`config.mk`:
```
export PLATFORM = sky130hd
export DESIGN_NAME = fir_decim_buf
export DESIGN_NICKNAME = d
export VERILOG_FILES = /design/src/rtl/fir_pkg.sv /design/src/rtl/fir_decim_buf_fifo.sv /design/src/rtl/fir_decim_buf.sv
export SDC_FILE = /design/constraint.sdc
export NUM_CORES = 1
export LEC_CHECK = 0
export BUFFER_PORTS_ARGS = -buffer_cell sky130_fd_sc_hd__buf_2
export CAP_MARGIN = 20
export CORE_MARGIN = 10
export CORE_UTILIZATION = 45
export CTS_CLUSTER_DIAMETER = 80
export DETAILED_ROUTE_END_ITERATION = 16
export PLACE_DENSITY = 0.75
export SETUP_SLACK_MARGIN = 0.3
export SYNTH_ARGS = -nofsm -noshare
export SYNTH_HDL_FRONTEND = slang
export SYNTH_SLANG_ARGS = --single-unit
```
`constraint.sdc`:
```
create_clock -name clk -period 2.6 [get_ports clk]
set_input_delay 0.52 -clock clk [delete_from_list [all_inputs] [get_ports clk]]
set_output_delay 0.52 -clock clk [all_outputs]
set_load 0.02 [all_outputs]
```
`src/rtl/fir_pkg.sv`:
```
// Shared FIR output-path definitions: default sample width, sample type and
// derived width constants used by the filter and its decimating output buffer.
package fir_pkg;

  localparam int FIR_L     = 12;
  localparam int DECIM_DEF = 4;
  localparam int DEPTH_DEF = 8;

  typedef logic signed [FIR_L-1:0] sample_t;

  localparam int DECIM_S_DEF  = $clog2(DECIM_DEF);
  localparam int FIFO_AW_DEF  = $clog2(DEPTH_DEF);
  localparam int ACC_W_DEF    = FIR_L + DECIM_S_DEF;

endpackage

```
`src/rtl/fir_decim_buf_fifo.sv`:
```
// sync_fifo: show-ahead synchronous FIFO with wrap-bit pointers, used as the
// buffer behind the decimator. A push into a full FIFO is accepted only when a pop frees a slot.
module sync_fifo
  import fir_pkg::*;
#(
  parameter int WIDTH = FIR_L,
  parameter int DEPTH = DEPTH_DEF,
  localparam int AW   = $clog2(DEPTH)
) (
  input  logic             clk,
  input  logic             rst,
  input  logic             push,
  input  logic [WIDTH-1:0] din,
  input  logic             pop_req,
  output logic [WIDTH-1:0] dout,
  output logic             dout_vld,
  output logic [AW:0]      level,
  output logic             full
);

  logic [WIDTH-1:0] mem [DEPTH];
  logic [AW:0]      wr_ptr;
  logic [AW:0]      rd_ptr;
  logic             empty;
  logic             do_pop;
  logic             do_push;

  assign empty   = (wr_ptr == rd_ptr);
  assign full    = (wr_ptr[AW] != rd_ptr[AW]) && (wr_ptr[AW-1:0] == rd_ptr[AW-1:0]);
  assign do_pop  = pop_req && !empty;
  assign do_push = push && (!full || do_pop);

  assign level    = wr_ptr - rd_ptr;
  assign dout_vld = !empty;
  assign dout     = empty ? '0 : mem[rd_ptr[AW-1:0]];

  always_ff @(posedge clk) begin
    if (rst) begin
      wr_ptr <= '0;
      rd_ptr <= '0;
    end else begin
      if (do_push) wr_ptr <= wr_ptr + 1'b1;
      if (do_pop)  rd_ptr <= rd_ptr + 1'b1;
    end
  end

  // Storage carries no reset; the pointers alone define what is valid.
  always_ff @(posedge clk) begin
    if (!rst && do_push) mem[wr_ptr[AW-1:0]] <= din;
  end

endmodule

```
`src/rtl/fir_decim_buf.sv`:
```
// Decimating output buffer behind the FIR: keeps one sample per DECIM valid inputs
// (or their rounded boxcar average when DECIM_AVG_EN is defined) and queues it in sync_fifo.
module fir_decim_buf
  import fir_pkg::*;
#(
  parameter int L     = FIR_L,
  parameter int DECIM = DECIM_DEF,
  parameter int DEPTH = DEPTH_DEF,
  localparam int AW   = $clog2(DEPTH)
) (
  input  logic                clk,
  input  logic                rst,
  input  logic                in_vld,
  input  logic signed [L-1:0] x,
  output logic signed [L-1:0] out,
  output logic                out_vld,
  input  logic                out_rdy,
  output logic [AW:0]         level,
  output logic                ovf
);

  localparam int PW = (DECIM > 1) ? $clog2(DECIM) : 1;
  localparam logic [PW-1:0] LAST = PW'(DECIM - 1);

  logic [PW-1:0]       phase;
  logic                emit;
  logic                pop;
  logic                fifo_full;
  logic signed [L-1:0] d;

  assign emit = in_vld && (phase == LAST);
  assign pop  = out_vld && out_rdy;

  always_ff @(posedge clk) begin
    if (rst) begin
      phase <= '0;
    end else if (in_vld) begin
      phase <= (phase == LAST) ? '0 : phase + 1'b1;
    end
  end

  // A window result is lost only when the FIFO is full and nothing drains this edge.
  always_ff @(posedge clk) begin
    if (rst) begin
      ovf <= 1'b0;
    end else if (emit && fifo_full && !pop) begin
      ovf <= 1'b1;
    end
  end

`ifdef DECIM_AVG_EN
  localparam int S    = $clog2(DECIM);
  localparam int ACCW = L + S;

  logic signed [ACCW-1:0] acc;
  logic signed [ACCW-1:0] acc_sum;

  assign acc_sum = (phase == '0) ? ACCW'(x) : acc + ACCW'(x);

  always_ff @(posedge clk) begin
    if (rst) begin
      acc <= '0;
    end else if (in_vld) begin
      acc <= acc_sum;
    end
  end

  // Half-up rounding: add half an LSB of the result, then arithmetic shift.
  if (S == 0) begin : g_noround
    assign d = x;
  end else begin : g_round
    localparam logic signed [ACCW:0] HALF = (ACCW+1)'(1) <<< (S - 1);
    logic signed [ACCW:0] rounded;
    logic signed [ACCW:0] shifted;
    assign rounded = (ACCW+1)'(acc_sum) + HALF;
    assign shifted = rounded >>> S;
    assign d       = shifted[L-1:0];
  end
`else
  assign d = x;
`endif

  sync_fifo #(
    .WIDTH (L),
    .DEPTH (DEPTH)
  ) u_fifo (
    .clk      (clk),
    .rst      (rst),
    .push     (emit),
    .din      (d),
    .pop_req  (out_rdy),
    .dout     (out),
    .dout_vld (out_vld),
    .level    (level),
    .full     (fifo_full)
  );

endmodule

```
# Word level (Yosys, flattened, before mapping)
# Memory sizes are Yosys's and may differ from the RTL's. A register that Yosys moved wholly into a read port is not among the register bits.
# Index checks and enable logic that the tools add are counted.
# op_classes
add_sub_neg,4
n_eq_ne,4
n_mux,6
reduce_logical,12
# op_table
op,count
12-bit two-way mux,1
"4-bit by 1-bit adder with 4-bit output, second input constant",2
1-bit logical AND,7
3-bit two-way mux,2
4-bit equality test,1
1-bit logical NOT,4
4-bit subtractor,1
3-bit equality test,1
"2-bit by 1-bit adder with 2-bit output, second input constant",1
"2-bit equality test, second input constant",1
1-bit two-way mux,2
2-bit two-way mux,1
1-bit logical OR,1
1-bit != test,1
# totals
reg_bits,11
ram_bits,96
out_inout_bits,18
wordCells,31
mem_count,1
# memory_table
name,depth,word_bits,rd,rd_clocked_by_memory_dff,wr,line_no,source
u_fifo.mem,8,12,1,1,1,fir_decim_buf_fifo.sv:21,logic [WIDTH-1:0] mem [DEPTH];

# Logic depth before layout (Yosys ltp)
# logic_depth
ltp_word,8
mapped_depth,7
ltp_nobuf,6

# Cells and area by module
# Synthesis repeated with hierarchy kept, for this count alone.
# hier_totals
hier_cells,258
area_unflattened_um2,4460.5
# by_module_without_submodules
mod,n_inst,cells_each,area_per_inst_um2,seq_area_each_um2
sync_fifo,1,244,4320.4,3103.0
fir_decim_buf,1,14,140.1,60.1

# Least setup slack after synthesis
# No wires, ideal clock.
# synth_timing
path_kind,register -> register
startpoint,register u_fifo.wr_ptr[0]
endpoint,"memory u_fifo.mem[0][0] (netlist bit), enable pin"
arrival_ns,2.132
required_ns,2.204
setup_slack_ns,0.072
stages_incl_launch_ff,7
synth_period_minus_slack_ns,2.528
cell_sequence,dfxtp_1 inv_1 ha_1 nand3_1 o311ai_4 nand2b_1 nor3_1
# synth_between
elab_chain_cells,8
elab_cells_between_ends,11
cone_classes,eq/ne (2); mux (2); reduce/logical (7)
# synth_rtl
item,line_no,source
start: declaration,fir_decim_buf_fifo.sv:22,logic [AW:0] wr_ptr;
start signal: assignment,fir_decim_buf_fifo.sv:42,if (do_push) wr_ptr <= wr_ptr + 1'b1;
4-bit equality test / 3-bit equality test (equally long branches),"fir_decim_buf_fifo.sv:28, fir_decim_buf_fifo.sv:29",
1-bit logical NOT / 1-bit logical AND (equally long branches),"fir_decim_buf_fifo.sv:30, fir_decim_buf_fifo.sv:29",
1-bit logical AND / 1-bit logical NOT (equally long branches),"fir_decim_buf_fifo.sv:30, fir_decim_buf_fifo.sv:31",
1-bit logical OR,fir_decim_buf_fifo.sv:31,assign do_push = push && (!full || do_pop);
1-bit logical AND,fir_decim_buf_fifo.sv:31,
1-bit logical AND,fir_decim_buf_fifo.sv:49,if (!rst && do_push) mem[wr_ptr[AW-1:0]] <= din;
1-bit two-way mux,fir_decim_buf_fifo.sv:49,
1-bit two-way mux (implied by the code),fir_decim_buf_fifo.sv:49,
end: declaration,fir_decim_buf_fifo.sv:21,
# Parallel ways exist; a longest one is shown, timed or not.

# Worst setup path in the final report
# layout_timing
startpoint,register u_fifo.rd_ptr[2]
endpoint,output out[0]
# layout_between
elab_chain_cells,2
# layout_rtl
item,line_no,source
start: declaration,fir_decim_buf_fifo.sv:23,logic [AW:0] rd_ptr;
start signal: assignment,fir_decim_buf_fifo.sv:43,if (do_pop) rd_ptr <= rd_ptr + 1'b1;
4-bit equality test,fir_decim_buf_fifo.sv:28,assign empty = (wr_ptr == rd_ptr);
12-bit two-way mux,fir_decim_buf_fifo.sv:35,assign dout = empty ? '0 : mem[rd_ptr[AW-1:0]];
end: declaration,fir_decim_buf.sv:15,"output logic signed [L-1:0] out,"
# No other way between the ends.

==> flow_summary_export.csv <==
group,metric,value,unit
logic_synthesis,synth_commonest_cells,"edfxtp_1 (96), mux4_2 (24), inv_1 (18), nor2_1 (18), nand3_1 (15)",
worst_setup_path,critPathSlowestCell,"dfxtp_2",
run,drv_cap,0,
cts,numCtsBuffers,9,
die,die_h,119,um
place,gp_congestion,0.791,
cts,cts_buffer_depth,2,
routing,wl_per_cell,19.7,um
finish,area_delta_synth_final,23.1,%
power,intPower,2.43,mW
finish,antenna_cells,0,
place,hpwl,5520,um
power,pwr_density_cell,566,nW/um^2
worst_setup_path,path_buf_inv,4,
die,start_util,45.6,%
timing,fin_crit,2360,ps
timing,skew,14.8,ps
logic_synthesis,synthMostInstantiatedCell,"edfxtp_1",
die,rows,36,
status,status,"complete, no violations",
die,die_w,119,um
worst_setup_path,worstPathMaxFanout,7,
power,power_switching,0.637,mW
finish,nets,336,
grt,grt_pass1_vias,2487,
logic_synthesis,syn_avg_cell_area,17.5,um^2
cts,clock_latency,360,ps
power,cellLeakagePower,1.82,nW
logic_synthesis,synth_area_leader_cell,"edfxtp_1",
timing,max_freq,0.424,GHz
timing,fin_tns_setup,0,ps
logic_synthesis,yosysSeqAreaShare,71.9,%
cts,cts_max_level,3,
worst_setup_path,path_cells,"inv_2 -> ha_4 -> buf_6 -> and3_4 -> nand2_8 -> buf_12 -> nand3_2 -> o21ai_2 -> buf_4",
logic_synthesis,synth_cell_type_count,31,
timing,worstMarginPinSlew,632,ps
logic_synthesis,ys_top_cells_by_area,"edfxtp_1 (66%), mux4_2 (12%), dfxtp_1 (6.4%)",
power,power,3.07,mW
worst_setup_path,critical-path-top-delay-family,"buffers and inverters",
finish,fill_cells,757,
routing,finalWirelength,8870,um
routing,routed_via_density,5.28,
timing,slew_headroom,57.8,%
timing,fin_crit_sh,90.7,%
logic_synthesis,synth_edf_count,96,
worst_setup_path,cpPeakStageDelay,350,ps
die,core-area,9640,um^2
grt,grt_pass1_wl,13900,um
die,ios,34,
logic_synthesis,ys_warn_count,0,
cts,clk_pin_slew_worst_paths,110,ps
grt,grt_max_degree,25,
place,dpl-instance-area,4840,um^2
logic_synthesis,synth_fp_nets,275,
worst_setup_path,endpoint_kind,"output port",
timing,rsz0062_at_grt,"true",
logic_synthesis,synth_top_area_share,65.5,%
routing,drc,0,
worst_setup_path,crit_arrival,1840,ps
routing,ant_nets,0,
worst_setup_path,startpoint_type,"flip-flop",
worst_setup_path,crit_required,2080,ps
logic_synthesis,async_flop_share,0,%
worst_setup_path,worst-setup-path-type,"reg -> out",
logic_synthesis,netlist_area,4400,um^2
power,seqPwrFrac,62.7,%
power,peakVddDrop,0.000311,V
logic_synthesis,ys.flop_type,"edfxtp_1",
power,pwr-share-clk,32.6,%
cts,root_buffer,"clkbuf_8",
grt,overflow,0,
logic_synthesis,synthCells,252,
timing,finalHoldViolCount,0,
worst_hold_path,hold_path_class,"in -> reg",
grt,antenna_found_initial,0,
power,switching_share,20.8,%
timing,setup_violations,0,
logic_synthesis,ys_ff_latch,110,
routing,drt_iter0_drc,146,
cts,cts.sinks,110,
routing,first_pass_iters,4,
routing,num_vias,2383,
grt,grtUsageTotal,12.7,%
finish,drive_above_1_share,45.6,%
place,io_buffers,33,
timing,final_max_slew_viol_count,0,
cts,cts_hold_buf,0,
power,pwr-share-comb,4.7,%
finish,stdcell_area,5420,um^2
cts,cts_tree,"done",
die,die_area,14100,um^2
[placed cells by master, fill, tap and decap left out, types with 3 or more instances in the layout]
| cell type | instances |
|---|---|
| edfxtp_1 | 96 |
| buf_4 | 26 |
| mux4_2 | 24 |
| buf_2 | 20 |
| inv_1 | 15 |
| nor2_1 | 15 |
| nand3_2 | 11 |
| clkbuf_8 | 9 |
| buf_6 | 9 |
| o21ai_2 | 8 |
| dfxtp_1 | 8 |
| nand2_1 | 5 |
| dfxtp_2 | 5 |
| a21oi_1 | 4 |
| xnor2_1 | 4 |
| inv_2 | 3 |
| o21ai_1 | 3 |
| nand3_1 | 3 |
| nand2b_1 | 3 |
| nor2_2 | 3 |
| mux2i_1 | 3 |
| ha_4 | 3 |
| ha_1 | 3 |
[path summary, 6_finish.rpt]
kind	from	endpoint	slack [ps]	cells after the start
setup / recovery	u_fifo.rd_ptr[2]	out[0]	240	9
hold / removal	x[9]	u_fifo.mem[5][9]	430	1
setup reg to reg	u_fifo.rd_ptr[1]	u_fifo.mem[3][3]	430	9
hold reg to reg	ovf	ovf	490	2
[final cells by class]
cell class | count | area, um^2 | area share, %
repair buffers | 59 | 479 | 8.85
flip-flops and latches | 110 | 3170 | 58.6
clock inverters | 7 | 72.6 | 1.34
well taps | 133 | 166 | 3.07
clock buffers | 9 | 124 | 2.29
multi-input cells | 115 | 1330 | 24.6
inverters | 18 | 67.6 | 1.25
[through the flow]
| stage | hold WS (ps) | instances | util (%) | setup slack [ps] |
|---|---|---|---|---|
| after floorplan | 465 | 252 | - | 71.5 |
| after global placement | 453 | 426 | 50.2 | 87.2 |
| after detailed placement | 455 | 426 | 50.2 | 58.1 |
| after CTS | 415 | 449 | 54.3 | 213 |
| after global routing | 411 | 451 | 56.2 | 158 |
| final | 428 | 451 | 56.2 | 243 |
[state kept, by name, indices dropped and copies added (netlist names), named ones only]
signal	count
u_fifo.mem	96
u_fifo.rd_ptr	4
u_fifo.wr_ptr	4
phase	2
ovf	1
[power by group through the flow]
stage	clock, mW	sequential (mW)	combinational [mW]
2_1_floorplan	0	1.96	0.0595
3_3_place_gp	0	1.96	0.110
3_5_place_dp	0	1.96	0.114
4_1_cts	1.02	1.92	0.132
5_1_grt	1.10	1.92	0.156
6_report	0.999	1.92	0.144
[cells by family after synthesis]
logic type	after synthesis	synth area share, %
AO/OA/AOI/OAI	21	3.07
XOR/XNOR	7	1.56
adder cells (fa/ha/maj)	7	2.16
buffers and inverters	28	2.67
flip-flops	110	71.9
multiplexers	28	13.2
AND/OR/NAND/NOR	51	5.40
[layer usage]
layer | GRT usage (%) | part of all wire (%)
met5 | 0 | 0
met3 | 2.88 | 5.5
met1 | 15.3 | 40
met4 | 4.50 | 0.62
met2 | 22.0 | 53
[repair_timing]
action	CTS	global route
pin swaps	3	8
setup endpoints to repair	60	26
gates cloned	3	0
buffers inserted	4	2
resized for setup	39	41
(Power assumes the default switching activity.)
